===== src/rtl/pipeline_pkg.sv =====
// Shared opcode encodings, instruction field positions and issue FSM states
// for the pipeline issue controller.
package pipeline_pkg;

    localparam logic [1:0] OP_ADD  = 2'b00;
    localparam logic [1:0] OP_SUB  = 2'b01;
    localparam logic [1:0] OP_LOAD = 2'b10;
    localparam logic [1:0] OP_NOP  = 2'b11;

    localparam int OP_MSB = 7;
    localparam int OP_LSB = 6;
    localparam int RD_MSB = 5;
    localparam int RD_LSB = 3;
    localparam int RS_MSB = 2;
    localparam int RS_LSB = 0;

    localparam logic [7:0] NOP_DEFAULT = 8'hC0;

    typedef enum logic [1:0] {
        IDLE,
        ISSUE,
        STALL
    } state_t;

    // Only ADD and SUB read rd and rs as sources; LOAD and NOP read nothing.
    function automatic logic reads_regs(input logic [1:0] opcode);
        return (opcode == OP_ADD) || (opcode == OP_SUB);
    endfunction

endpackage


===== src/rtl/issue_fifo.sv =====
// Synchronous FIFO holding {instr, data} pairs ahead of the issue stage.
// Flush and pushes-while-full are handled here so the caller can stay simple.
module issue_fifo #(
    parameter int DEPTH = 4,
    parameter int WIDTH = 16
) (
    input  logic                     clk,
    input  logic                     reset,
    input  logic                     flush,
    input  logic                     push,
    input  logic [WIDTH-1:0]         push_data,
    input  logic                     pop,
    output logic [WIDTH-1:0]         pop_data,
    output logic                     full,
    output logic                     empty,
    output logic [$clog2(DEPTH):0]   count
);

    localparam int PW = $clog2(DEPTH);
    localparam int CW = PW + 1;

    logic [WIDTH-1:0] mem [DEPTH];
    logic [PW-1:0]    wr_ptr;
    logic [PW-1:0]    rd_ptr;
    logic             push_ok;
    logic             pop_ok;

    assign full     = (count == CW'(DEPTH));
    assign empty    = (count == '0);
    assign push_ok  = push && !full && !flush;
    assign pop_ok   = pop && !empty && !flush;
    assign pop_data = mem[rd_ptr];

    always_ff @(posedge clk) begin
        if (push_ok) begin
            mem[wr_ptr] <= push_data;
        end
    end

    // Pointers rely on DEPTH being a power of two to wrap for free.
    always_ff @(posedge clk or posedge reset) begin
        if (reset) begin
            wr_ptr <= '0;
            rd_ptr <= '0;
            count  <= '0;
        end else if (flush) begin
            wr_ptr <= '0;
            rd_ptr <= '0;
            count  <= '0;
        end else begin
            if (push_ok) begin
                wr_ptr <= wr_ptr + 1'b1;
            end
            if (pop_ok) begin
                rd_ptr <= rd_ptr + 1'b1;
            end
            case ({push_ok, pop_ok})
                2'b10:   count <= count + 1'b1;
                2'b01:   count <= count - 1'b1;
                default: count <= count;
            endcase
        end
    end

endmodule


===== src/rtl/pipeline_issue_ctrl.sv =====
// Issue controller in front of the pipelined processor: buffers instructions,
// holds back ADD/SUB whose sources are still in flight, and counts the bubbles.
module pipeline_issue_ctrl
    import pipeline_pkg::*;
#(
    parameter int         DEPTH      = 4,
    parameter int         HAZARD_WIN = 2,
    parameter logic [7:0] NOP_INSTR  = NOP_DEFAULT
) (
    input  logic                    clk,
    input  logic                    reset,
    input  logic                    in_valid,
    output logic                    in_ready,
    input  logic [7:0]              in_instr,
    input  logic [7:0]              in_data,
    input  logic                    run,
    input  logic                    flush,
    output logic [7:0]              instr_out,
    output logic [7:0]              data_out,
    output logic                    issue_valid,
    output logic [$clog2(DEPTH):0]  fifo_count,
    output logic [7:0]              stall_cnt
);

    logic        fifo_full;
    logic        fifo_empty;
    logic [15:0] head;
    logic [7:0]  head_instr;
    logic [7:0]  head_data;
    logic [1:0]  head_op;
    logic [2:0]  head_rd;
    logic [2:0]  head_rs;
    logic        hazard;
    logic        do_issue;
    logic        do_stall;
    state_t      state;
    state_t      next_state;

    logic        sb_valid [HAZARD_WIN];
    logic [2:0]  sb_rd    [HAZARD_WIN];

    assign in_ready   = !fifo_full;
    assign head_instr = head[15:8];
    assign head_data  = head[7:0];
    assign head_op    = head_instr[OP_MSB:OP_LSB];
    assign head_rd    = head_instr[RD_MSB:RD_LSB];
    assign head_rs    = head_instr[RS_MSB:RS_LSB];

    issue_fifo #(
        .DEPTH (DEPTH),
        .WIDTH (16)
    ) u_fifo (
        .clk       (clk),
        .reset     (reset),
        .flush     (flush),
        .push      (in_valid && in_ready),
        .push_data ({in_instr, in_data}),
        .pop       (do_issue),
        .pop_data  (head),
        .full      (fifo_full),
        .empty     (fifo_empty),
        .count     (fifo_count)
    );

    always_comb begin
        hazard = 1'b0;
        if (reads_regs(head_op)) begin
            for (int i = 0; i < HAZARD_WIN; i++) begin
                if (sb_valid[i] && ((sb_rd[i] == head_rd) || (sb_rd[i] == head_rs))) begin
                    hazard = 1'b1;
                end
            end
        end
    end

    always_comb begin
        next_state = IDLE;
        do_issue   = 1'b0;
        do_stall   = 1'b0;
        if (flush || !run || fifo_empty) begin
            next_state = IDLE;
        end else if (hazard) begin
            next_state = STALL;
            do_stall   = 1'b1;
        end else begin
            next_state = ISSUE;
            do_issue   = 1'b1;
        end
    end

    // The ISSUE state is exactly the cycle after a real pop, so it doubles as issue_valid.
    always_ff @(posedge clk or posedge reset) begin
        if (reset) begin
            state <= IDLE;
        end else begin
            state <= next_state;
        end
    end

    assign issue_valid = (state == ISSUE);

    always_ff @(posedge clk or posedge reset) begin
        if (reset) begin
            instr_out <= NOP_INSTR;
            data_out  <= 8'h00;
            stall_cnt <= 8'h00;
        end else begin
            instr_out <= do_issue ? head_instr : NOP_INSTR;
            data_out  <= do_issue ? head_data : 8'h00;
            if (do_stall && (stall_cnt != 8'hFF)) begin
                stall_cnt <= stall_cnt + 8'd1;
            end
        end
    end

    always_ff @(posedge clk or posedge reset) begin
        if (reset) begin
            for (int i = 0; i < HAZARD_WIN; i++) begin
                sb_valid[i] <= 1'b0;
                sb_rd[i]    <= 3'd0;
            end
        end else if (flush) begin
            for (int i = 0; i < HAZARD_WIN; i++) begin
                sb_valid[i] <= 1'b0;
                sb_rd[i]    <= 3'd0;
            end
        end else begin
            sb_valid[0] <= do_issue && (head_op != OP_NOP);
            sb_rd[0]    <= head_rd;
            for (int i = HAZARD_WIN - 1; i > 0; i--) begin
                sb_valid[i] <= sb_valid[i-1];
                sb_rd[i]    <= sb_rd[i-1];
            end
        end
    end

endmodule


===== config.mk =====
export PLATFORM = sky130hd
export DESIGN_NAME = pipeline_issue_ctrl
export DESIGN_NICKNAME = d
export VERILOG_FILES = /design/src/rtl/pipeline_pkg.sv /design/src/rtl/issue_fifo.sv /design/src/rtl/pipeline_issue_ctrl.sv
export SDC_FILE = /design/constraint.sdc
export NUM_CORES = 1
export LEC_CHECK = 0
export CAP_MARGIN = 15
export CORE_AREA = 3 3 89 91
export CTS_CLUSTER_DIAMETER = 40
export DETAILED_ROUTE_END_ITERATION = 10
export DIE_AREA = 0 0 92 94
export HOLD_SLACK_MARGIN = 0.12
export PLACE_DENSITY = 0.82
export SYNTH_ARGS = -nofsm -noshare
export SYNTH_HDL_FRONTEND = slang
export SYNTH_SLANG_ARGS = --single-unit

===== constraint.sdc =====
create_clock -name clk -period 6.2 [get_ports clk]
set_input_delay 0.62 -clock clk [delete_from_list [all_inputs] [get_ports clk]]
set_output_delay 0.62 -clock clk [all_outputs]
set_load 0.02 [all_outputs]

==> reports/metrics.cfg, run 1 <==
[timing]
drv_slew=0
max_freq_ghz=0.2675
finalCriticalPeriod_ps=3739
worstMarginPinSlew_ps=1013
finalSetupTns_ps=0
min_period_over_period_pct=60.31
rsz0062_at_grt=no
hold_viol_final=0
setup_viol=0
relSlewSlack_pct=32.47
skew_ps=11.47

[worst_setup_path]
crit_buf_inv=0
end_kind=flip-flop
ff2ff_path_depth=12
slowest_stage=dfrtp_1
r2r_end=u_fifo.count[2]
arrival_ps=4010
r2r-start=u_fifo.rd_ptr[0]
max_stage_delay_ps=1020
cpLargestDelayFamily=flip-flops
crit_required_ps=6480
r2r_slack_ps=2460
cp.depth=12
worst_setup_path_start_kind=flip-flop
cp_cell_sequence=mux4_1 -> xnor2_1 -> nand4_1 -> nand2_2 -> o21bai_4 -> nand2_4 -> nor2_1 -> fa_1 -> nand2b_1 -> a22oi_1 -> a211oi_1 -> o22ai_1
setup.worst_path.end=u_fifo.count[2]
startpoint=u_fifo.rd_ptr[0]
critPathMaxFanout=21
path_class=reg2reg

[routing]
vias=2248
avgViaCountPerCell=5.537
ant_nets=0
wirelength_um=6857
met2_length_um=3353
drt_iter0_markers=209
wl_met3_um=319
drt-met1-wl_um=3069
first_pass_iters=4
drc=0
dr.max_layer_used=met4
wl_per_cell_um=16.89

[clock_network]
cts_resized=0
cts_tree=built
h-tree-depth=3
cts.clk_slew.worst_paths_ps=100
cts_hold_buf=0
cts_buffers=9
postCtsSetupBuffers=0
worstSkewPairLatency_ps=350
clockRootBuffer=clkbuf_8
cts_buffer_depth=2
cts.sinks=105

[die]
die_y_um=94
die-area_um2=8648
core_region_area_um2=7214
die_w_um=92
row_count=31
io-pin-count=50
start_util_pct=58.46

[yosys]
synth.most_common_cell=edfxtp_1
syn_nets=276
synthArstFlopShare_pct=39.05
synth_area_leader_cell=edfxtp_1
synth-edff-count=64
syn_area_um2=4218
synth_cell_types=42
ys_seq_elements=105
yosys-top-cells-area=edfxtp_1, dfrtp_1, mux4_2
synth_top_area_share_pct=45.57
ys_top_cells_by_count=edfxtp_1, dfrtp_1, and3_1
syn_area_per_cell_um2=16.94
synth_warnings=0
syn_inst=249
yosysSeqAreaShare_pct=69.95
ys.flop_type=edfxtp_1

[cells_and_area]
nets=329
area_delta_synth_final_pct=19.55
fin_area_um2=5042
drive_above_1_share_pct=11.07
nFillCells=474
num_antenna_cells=0
multi_input_area_um2=1202
regArea_um2=2950

[place]
port_buffers=49
place.gp.congestion=0.7976
place_area_um2=4801
dpl.hpwl_um=4621

[global_route]
antenna_found_initial=0
grt_max_degree=42
grtUsageTotal_pct=17.42
grt_pass1_vias=2253
grt_pass1_wl_um=11460
grt_overflow=0

[power_and_ir_drop]
peakVddDrop_mv=0.1877
power.leakage_nw=1.919
pwr_density_cell_nw_per_um2=311.2
power_mw=1.569

[job]
maxCapViolCount=0

[status]
status=finished, final reports clean

[worst_hold_path]
hold_class=reg2reg

layer usage:
layer	track usage, %	up-vias
li1	-	1047
met1	24.76	1129
met2	26.82	62
met3	3.606	10
met4	6.807	0
met5	0	-
kinds of logic after synthesis:
family,Yosys count,synth area share [%]
compound gates,13,2.314
buf+inv,15,1.542
mux,20,10.17
flops,105,69.95
xor+xnor,22,4.569
fa+ha+maj,6,1.958
simple gates,68,9.493
cells in the final DEF, fill, tap and decap left out, types with 2 or more instances in the layout:
master and n:
nand2_1 10, clkdlybuf4s50_1 49, and3_1 22, clkbuf_8 9, inv_1 6, nand4_1 9
nand2b_1 3, mux2i_1 2, and2_1 3, mux4_1 7, dfrtp_1 39, ha_1 5
clkinvlp_4 2, a21oi_1 3, xor2_1 2, dfstp_2 2, nor2b_1 5, o21ai_0 3
nor3_1 2, xnor2_1 20, mux4_2 9, bufinv_16 3, nor2_1 7, edfxtp_1 64
power by group:
group | internal (mW) | leakage (nW) | total, mW | switching (mW)
Clock | 0.270 | 0.113 | 0.490 | 0.221
Sequential | 0.788 | 1.14 | 0.834 | 0.0458
Combinational | 0.129 | 0.670 | 0.245 | 0.116
metrics by stage:
| step | worst slack (ps) | hold WS (ps) | instances | utilization, % |
|---|---|---|---|---|
| 5_1_grt | 2140 | 532.5 | 406 | 69.89 |
| 3_5_place_dp | 2466 | 486.6 | 390 | 66.55 |
| 6_report | 2461 | 500.5 | 406 | 69.89 |
| 2_1_floorplan | 3470 | 485.3 | 249 | - |
| 3_3_place_gp | 2611 | 482.5 | 390 | 66.55 |
| 4_1_cts | 2424 | 503.2 | 406 | 69.89 |
flip-flops by register name, summed over array words and instances, names as in the netlist:
register,flops
u_fifo.wr_ptr,2
sb_rd,6
sb_valid,2
u_fifo.mem,64
u_fifo.rd_ptr,2
stall_cnt,8
u_fifo.count,3
instr_out,8
data_out,8
state,2
layout make-up:
type | count | area share [%]
clock buffers | 10 | 2.531
repair buffers | 50 | 9.876
clock inverters | 6 | 2.258
flip-flops and latches | 105 | 58.51
well taps | 99 | 2.457
multi-input cells | 129 | 23.85
inverters | 7 | 0.5211
how the worst min path moves through the flow:
| stage | start | end | slack (ps) | cells after the start |
|---|---|---|---|---|
| finish | stall_cnt[6] | stall_cnt[6] | 500 | 1 |
| global route | stall_cnt[7] | stall_cnt[7] | 530 | 1 |
| CTS | stall_cnt[6] | stall_cnt[6] | 500 | 1 |
| detailed placement | stall_cnt[6] | stall_cnt[6] | 490 | 1 |
| global placement | stall_cnt[7] | stall_cnt[7] | 480 | 1 |
| floorplan | sb_valid[1] | sb_valid[0] | 490 | 1 |
(Power assumes the default switching activity.)
==> inputs of run 2 (changes only) <==
CORE_AREA = 3 3 96 98   (was 3 3 89 91)
DIE_AREA = 0 0 99 101   (was 0 0 92 94)
PLACE_DENSITY = 0.75   (was 0.82)
clock period = 3.1 ns   (was 6.2 ns; I/O delays follow)
==> run 2 against run 1 <==
Critical path depth rose by 1. Non-clock buffer count rose by 14. Sequential power rose by 97%. Register-to-register slack got worse by 2300 ps.
==> reports/metrics.cfg, run 2 (synthesis results as in run 1) <==
[die]
row_count=34  ; was 31
core_region_area_um2=8551  ; was 7214 µm²
die_w_um=99  ; was 92 µm
die-area_um2=9999  ; was 8648 µm²
io-pin-count=50  ; unchanged
start_util_pct=49.33  ; was 58.46%
die_y_um=101  ; was 94 µm

[cells_and_area]
nFillCells=654  ; was 474
final_common_cell=edfxtp_1  ; unchanged
drive_above_1_share_pct=15.58  ; was 11.07%
top_register=u_fifo.mem  ; unchanged
largest_reg_flops=64  ; unchanged
nets=343  ; was 329
area_delta_synth_final_pct=21.83  ; was 19.55%
final_cell_mix=edfxtp_1, clkdlybuf4s50_1, dfrtp_1  ; unchanged
num_antenna_cells=0  ; unchanged

[timing]
hold_ws_ps=361.5  ; was 500.5 ps
finalCriticalPeriod_ps=2905  ; was 3739 ps
min_period_over_period_pct=93.72  ; was 60.31%
max_freq_ghz=0.3442  ; was 0.2675 GHz
drv_slew=0  ; unchanged
finalSetupTns_ps=0  ; unchanged
skew_ps=8.536  ; was 11.47 ps
relSlewSlack_pct=65.33  ; was 32.47%
worstMarginPinSlew_ps=520.0  ; was 1013 ps
hold_viol_final=0  ; unchanged
rsz0062_at_grt=no  ; unchanged
setup_viol=0  ; unchanged

[global_route]
antenna_found_initial=0  ; unchanged
grt_pass1_vias=2304  ; was 2253
grtUsageTotal_pct=16.36  ; was 17.42%
grt_pass1_wl_um=12320  ; was 11460 µm
grt_overflow=0  ; unchanged
grt_max_degree=42  ; unchanged

[place]
place.gp.congestion=0.7256  ; was 0.7976
port_buffers=49  ; unchanged
dpl.hpwl_um=5132  ; was 4621 µm

[clock_network]
h-tree-depth=3  ; unchanged
clockRootBuffer=clkbuf_8  ; unchanged
cts_buffers=9  ; unchanged
cts_buffer_depth=2  ; unchanged
cts.sinks=105  ; unchanged
cts_tree=built  ; unchanged
worstSkewPairLatency_ps=370  ; was 350 ps
cts.clk_slew.worst_paths_ps=100  ; about the same

[worst_setup_path]
arrival_ps=3200  ; was 4010 ps
crit_required_ps=3390  ; was 6480 ps
critPathMaxFanout=16  ; was 21
worst_setup_path_start_kind=flip-flop  ; unchanged
r2r-start=u_fifo.rd_ptr[0]  ; unchanged
startpoint=u_fifo.rd_ptr[0]  ; unchanged
path_class=reg2reg  ; unchanged
end_kind=flip-flop  ; unchanged

[power_and_ir_drop]
power.leakage_nw=1.983  ; was 1.919 nW
pwr_density_cell_nw_per_um2=592.3  ; was 311.2 nW/µm²
p_sw_mw=0.8023  ; was 0.3825 mW
combPwrFrac_pct=18.5  ; was 15.6%
peakVddDrop_mv=0.3340  ; was 0.1877 mV
p_seq_share_pct=53.9  ; was 53.1%
p_clk_share_pct=27.6  ; was 31.3%
p_int_mw=2.242  ; was 1.187 mW
switching_share_pct=26.36  ; was 24.38%

[job]
maxCapViolCount=0  ; unchanged

[routing]
avgViaCountPerCell=5.427  ; was 5.537
vias=2328  ; was 2248
wirelength_um=7579  ; was 6857 µm
wl_per_cell_um=17.67  ; was 16.89 µm
drc=0  ; unchanged
ant_nets=0  ; unchanged
drt_iter0_markers=123  ; was 209
first_pass_iters=4  ; unchanged

[status]
status=finished, final reports clean  ; unchanged

[worst_hold_path]
hold_class=in2async  ; was reg2reg

[run 2: changes by cell type in the layout (fill, tap and decap cells not counted)]
cell / before / now
buf_4: 1 / 14
bufinv_16: 3 / 0
clkinv_4: 0 / 2
buf_12: 0 / 1
clkbuf_1: 1 / 0
clkbuf_16: 0 / 1
clkbuf_8: 9 / 10
clkinvlp_4: 2 / 1
dfrtp_1: 39 / 38
dfrtp_2: 0 / 1
inv_8: 0 / 1
[run 2: path summary, 6_finish.rpt]
kind,endpoint,slack [ps],depth (start not counted)
max in group asynchronous,u_fifo.rd_ptr[0],2340,3
min in group clk,stall_cnt[6],490,1
min reg2reg,stall_cnt[6],490,1
max,u_fifo.count[2],190,13
max reg2reg,u_fifo.count[2],190,13
min,u_fifo.count[1],360,3
[run 2: power by group through the flow]
stage	logic, mW	clock network (mW)	registers [mW]
5_1_grt	0.610	0.920	1.65
3_3_place_gp	0.545	0	1.67
2_1_floorplan	0.316	0	1.69
4_1_cts	0.559	0.862	1.64
6_report	0.564	0.840	1.64
3_5_place_dp	0.557	0	1.67
[run 2: worst max-delay path, cell delays in order, from the launching register on]
cell and delay (ps):
dfrtp_2 450, buf_12 190, mux4_2 560, xnor2_1 200, nand4_1 150, nand2_2 110
o21bai_4 80, nand2_4 70, nor2_1 50, fa_1 430, nand2b_1 160, a22oi_1 180
a211oi_1 60, o22ai_1 140
[run 2: what timing repair did]
item | 4_1_cts | 5_1_grt
setup endpoints to repair | 0 | 1
gates resized for setup | 0 | 1
buffers inserted | 0 | 2
hold buffers | 0 | 0
endpoints found under the hold margin | 0 | 0
[run 2: stage by stage]
step	worst slack, ps	instances	total power, mW	area [µm²]	utilization [%]
floorplan	369.7	249	2.011	4218	-
global placement	240.4	411	2.211	4915	57.48
detailed placement	98.32	411	2.228	4915	57.48
CTS	71.50	427	3.063	5122	59.91
global route	4.683	429	3.184	5139	60.10
finish	194.7	429	3.044	5139	60.10
[run 2: layer usage]
metal | global-route usage (%) | up-vias | wire [µm]
met2 | 25.62 | 62 | 3699
met4 | 5.882 | 0 | 110
met5 | 0 | - | 0
met1 | 22.94 | 1184 | 3481
met3 | 3.391 | 10 | 287
li1 | - | 1072 | -
[run 2: layout make-up]
type	instances	area [µm²]	area share (%)
Timing Repair Buffer	64	615.6	11.98
Multi-Input combinational cell	129	1202	23.40
Clock inverter	5	45.04	0.8766
Tap cell	108	135.1	2.630
Clock buffer	11	162.7	3.165
Inverter	7	26.28	0.5113
Sequential cell	105	2952	57.44
==> inputs of run 3 (changes only) <==
CORE_AREA = 3 3 91 93   (was 3 3 96 98)
DIE_AREA = 0 0 94 96   (was 0 0 99 101)
DONT_BUFFER_PORTS = 1   (was default)
PLACE_DENSITY = 0.73   (was 0.75)
==> run 3 against run 2 <==
Utilization increased by 3.2 points. Flip-flop and latch count stayed put. Non-clock buffer count decreased by 34. Register-to-register slack hardly changed. Worst hold slack got worse by 220 ps. Die area fell by 9.8%. Final cell count fell by 9.3%. Total power shrank 0.44%. Via count fell by 7.4%. Routed wire length shrank 3.9%. Clock power grew 8.0%. Sequential power up 3%.
==> reports/metrics.cfg, run 3 (synthesis results as in run 1) <==
[cells_and_area]
num_antenna_cells=0  ; unchanged
drive_above_1_share_pct=16.38  ; was 15.58%
final_common_cell=edfxtp_1  ; unchanged
final_cell_count_no_fill=389  ; was 429
final_cell_mix=edfxtp_1, dfrtp_1, and3_1  ; was edfxtp_1, clkdlybuf4s50_1, dfrtp_1
nets=309  ; was 343
largest_reg_flops=64  ; unchanged
top_register=u_fifo.mem  ; unchanged
fin_area_um2=4817  ; was 5139 µm²
area_delta_synth_final_pct=14.21  ; was 21.83%
postLayoutCoreUtil_pct=63.32  ; was 60.10%

[worst_hold_path]
hold_class=in2reg  ; was in2async

[status]
status=finished, final reports clean  ; unchanged

[power_and_ir_drop]
p_clk_share_pct=29.9  ; was 27.6%
peakVddDrop_mv=0.3411  ; was 0.3340 mV
combPwrFrac_pct=14.3  ; was 18.5%
p_int_mw=2.251  ; was 2.242 mW
power_mw=3.030  ; was 3.044 mW
switching_share_pct=25.70  ; was 26.36%
pwr_density_cell_nw_per_um2=629.1  ; was 592.3 nW/µm²
p_seq_share_pct=55.7  ; was 53.9%
power.leakage_nw=1.865  ; was 1.983 nW
p_sw_mw=0.7790  ; was 0.8023 mW

[die]
die-area_um2=9024  ; was 9999 µm²
core_region_area_um2=7607  ; was 8551 µm²
die_y_um=96  ; was 101 µm
start_util_pct=55.44  ; was 49.33%
row_count=32  ; was 34
die_w_um=94  ; was 99 µm
io-pin-count=50  ; unchanged

[timing]
worstMarginPinSlew_ps=505.0  ; was 520.0 ps
setup_viol=0  ; unchanged
setup_ws_ps=192.8  ; was 194.7 ps
hold_viol_final=0  ; unchanged
skew_ps=6.031  ; was 8.536 ps
drv_slew=0  ; unchanged
finalSetupTns_ps=0  ; unchanged
max_freq_ghz=0.3440  ; was 0.3442 GHz
min_period_over_period_pct=93.78  ; was 93.72%
hold_ws_ps=143.5  ; was 361.5 ps
relSlewSlack_pct=66.34  ; was 65.33%
finalCriticalPeriod_ps=2907  ; was 2905 ps

[routing]
wl_per_cell_um=18.72  ; was 17.67 µm
vias=2156  ; was 2328
ant_nets=0  ; unchanged
avgViaCountPerCell=5.542  ; was 5.427
first_pass_iters=4  ; unchanged
wirelength_um=7282  ; was 7579 µm
drt_iter0_markers=111  ; was 123
drc=0  ; unchanged

[worst_setup_path]
crit_buf_inv=1  ; unchanged
crit_required_ps=3340  ; was 3390 ps
end_kind=flip-flop  ; unchanged
worst_setup_path_start_kind=flip-flop  ; unchanged
max_stage_delay_ps=560  ; about the same
arrival_ps=3150  ; was 3200 ps
cpLargestDelayFamily=simple AND/OR/NAND/NOR gates  ; was multiplexers
slowest_stage=mux4_2  ; unchanged
cp_cell_sequence=buf_6 -> mux4_2 -> xnor2_1 -> nand4_1 -> nand2_2 -> o21bai_4 -> nand2_4 -> nor2_1 -> fa_2 -> and3_1 -> a211oi_1 -> o22ai_1  ; was buf_12 -> mux4_2 -> xnor2_1 -> nand4_1 -> nand2_2 -> o21bai_4 -> nand2_4 -> nor2_1 -> fa_1 -> nand2b_1 -> a22oi_1 -> a211oi_1 -> o22ai_1
critPathMaxFanout=9  ; was 16
path_class=reg2reg  ; unchanged

[place]
place_area_um2=4389  ; was 4915 µm²
port_buffers=0  ; was 49
dpl.hpwl_um=4726  ; was 5132 µm
dp_slack_ps=89.86  ; was 98.32 ps
place.gp.congestion=0.7552  ; was 0.7256
dp.cells=354  ; was 411

[global_route]
grt_pass1_wl_um=11680  ; was 12320 µm
grtUsageTotal_pct=17.50  ; was 16.36%
grt_max_degree=42  ; unchanged
grt_pass1_vias=2257  ; was 2304
grt_overflow=0  ; unchanged
antenna_found_initial=0  ; unchanged

[job]
maxCapViolCount=0  ; unchanged

[clock_network]
worstSkewPairLatency_ps=360  ; was 370 ps
cts_buffer_depth=2  ; unchanged
h-tree-depth=3  ; unchanged
cts_tree=built  ; unchanged
cts.clk_slew.worst_paths_ps=90  ; was 100 ps
cts.sinks=105  ; unchanged
clockRootBuffer=clkbuf_8  ; unchanged
cts_buffers=9  ; unchanged

[run 3: cell types whose count changed in the layout (fill, tap and decap cells not counted), moves of 2 or more]
cell             delta
bufinv_16           +2
buf_6               +2
clkinv_4            -2
clkinv_1            +2
buf_4               -5
clkdlybuf4s50_1    -49
dlygate4sd3_1      +19
[run 3: worst reg2reg max path, delay by kind of cell, from the launching register on]
kind | cells | cell delay (ps)
adders and majority gates | 1 | 380
DFF | 1 | 460
and+or+nand+nor | 5 | 630
buffers and inverters | 1 | 170
xor gates and xnor gates | 1 | 180
muxes | 1 | 560
AOI/OAI and AO/OA | 3 | 400
[run 3: final timing paths]
kind / startpoint / end / slack, ps / depth (start not counted)
setup / recovery: u_fifo.rd_ptr[0] / u_fifo.count[2] / 190 / 12
hold / removal: flush / u_fifo.rd_ptr[0] / 140 / 3
setup reg to reg: u_fifo.rd_ptr[0] / u_fifo.count[2] / 190 / 12
hold reg to reg: sb_valid[1] / sb_valid[0] / 560 / 1
max in group asynchronous: reset / u_fifo.rd_ptr[0] / 2230 / 3
min in group asynchronous: reset / instr_out[1] / 510 / 3
[run 3: what timing repair did]
item | 4_1_cts | 5_1_grt
endpoints found under the setup margin | 0 | 1
setup buffers | 0 | 0
hold buffers | 19 | 0
resized for setup | 0 | 6
hold endpoints to repair | 114 | 0
[run 3: power by group through the flow]
| stage | Combinational [mW] | Sequential [mW] | Clock [mW] |
|---|---|---|---|
| after CTS | 0.430 | 1.69 | 0.931 |
| after global routing | 0.481 | 1.70 | 0.988 |
| after floorplan | 0.316 | 1.69 | 0 |
| after detailed placement | 0.397 | 1.72 | 0 |
| final | 0.435 | 1.69 | 0.907 |
| after global placement | 0.390 | 1.71 | 0 |
[run 3: area by class of cell]
class,instances,area [µm²]
sequential,105,2952
timing repair buffer,30,280.3
clock buffer,9,123.9
inverter,7,26.28
fill,563,2790
multi-input combinational,129,1215
clock inverter,7,92.59
tap,102,127.6
[run 3: per-layer routing]
metal	global-route usage, %	vias up	part of all wire, %
met4	7.220	0	1.9
met5	0	-	0
met2	27.56	57	48
li1	-	1006	-
met1	23.45	1080	46
met3	4.535	13	4.7
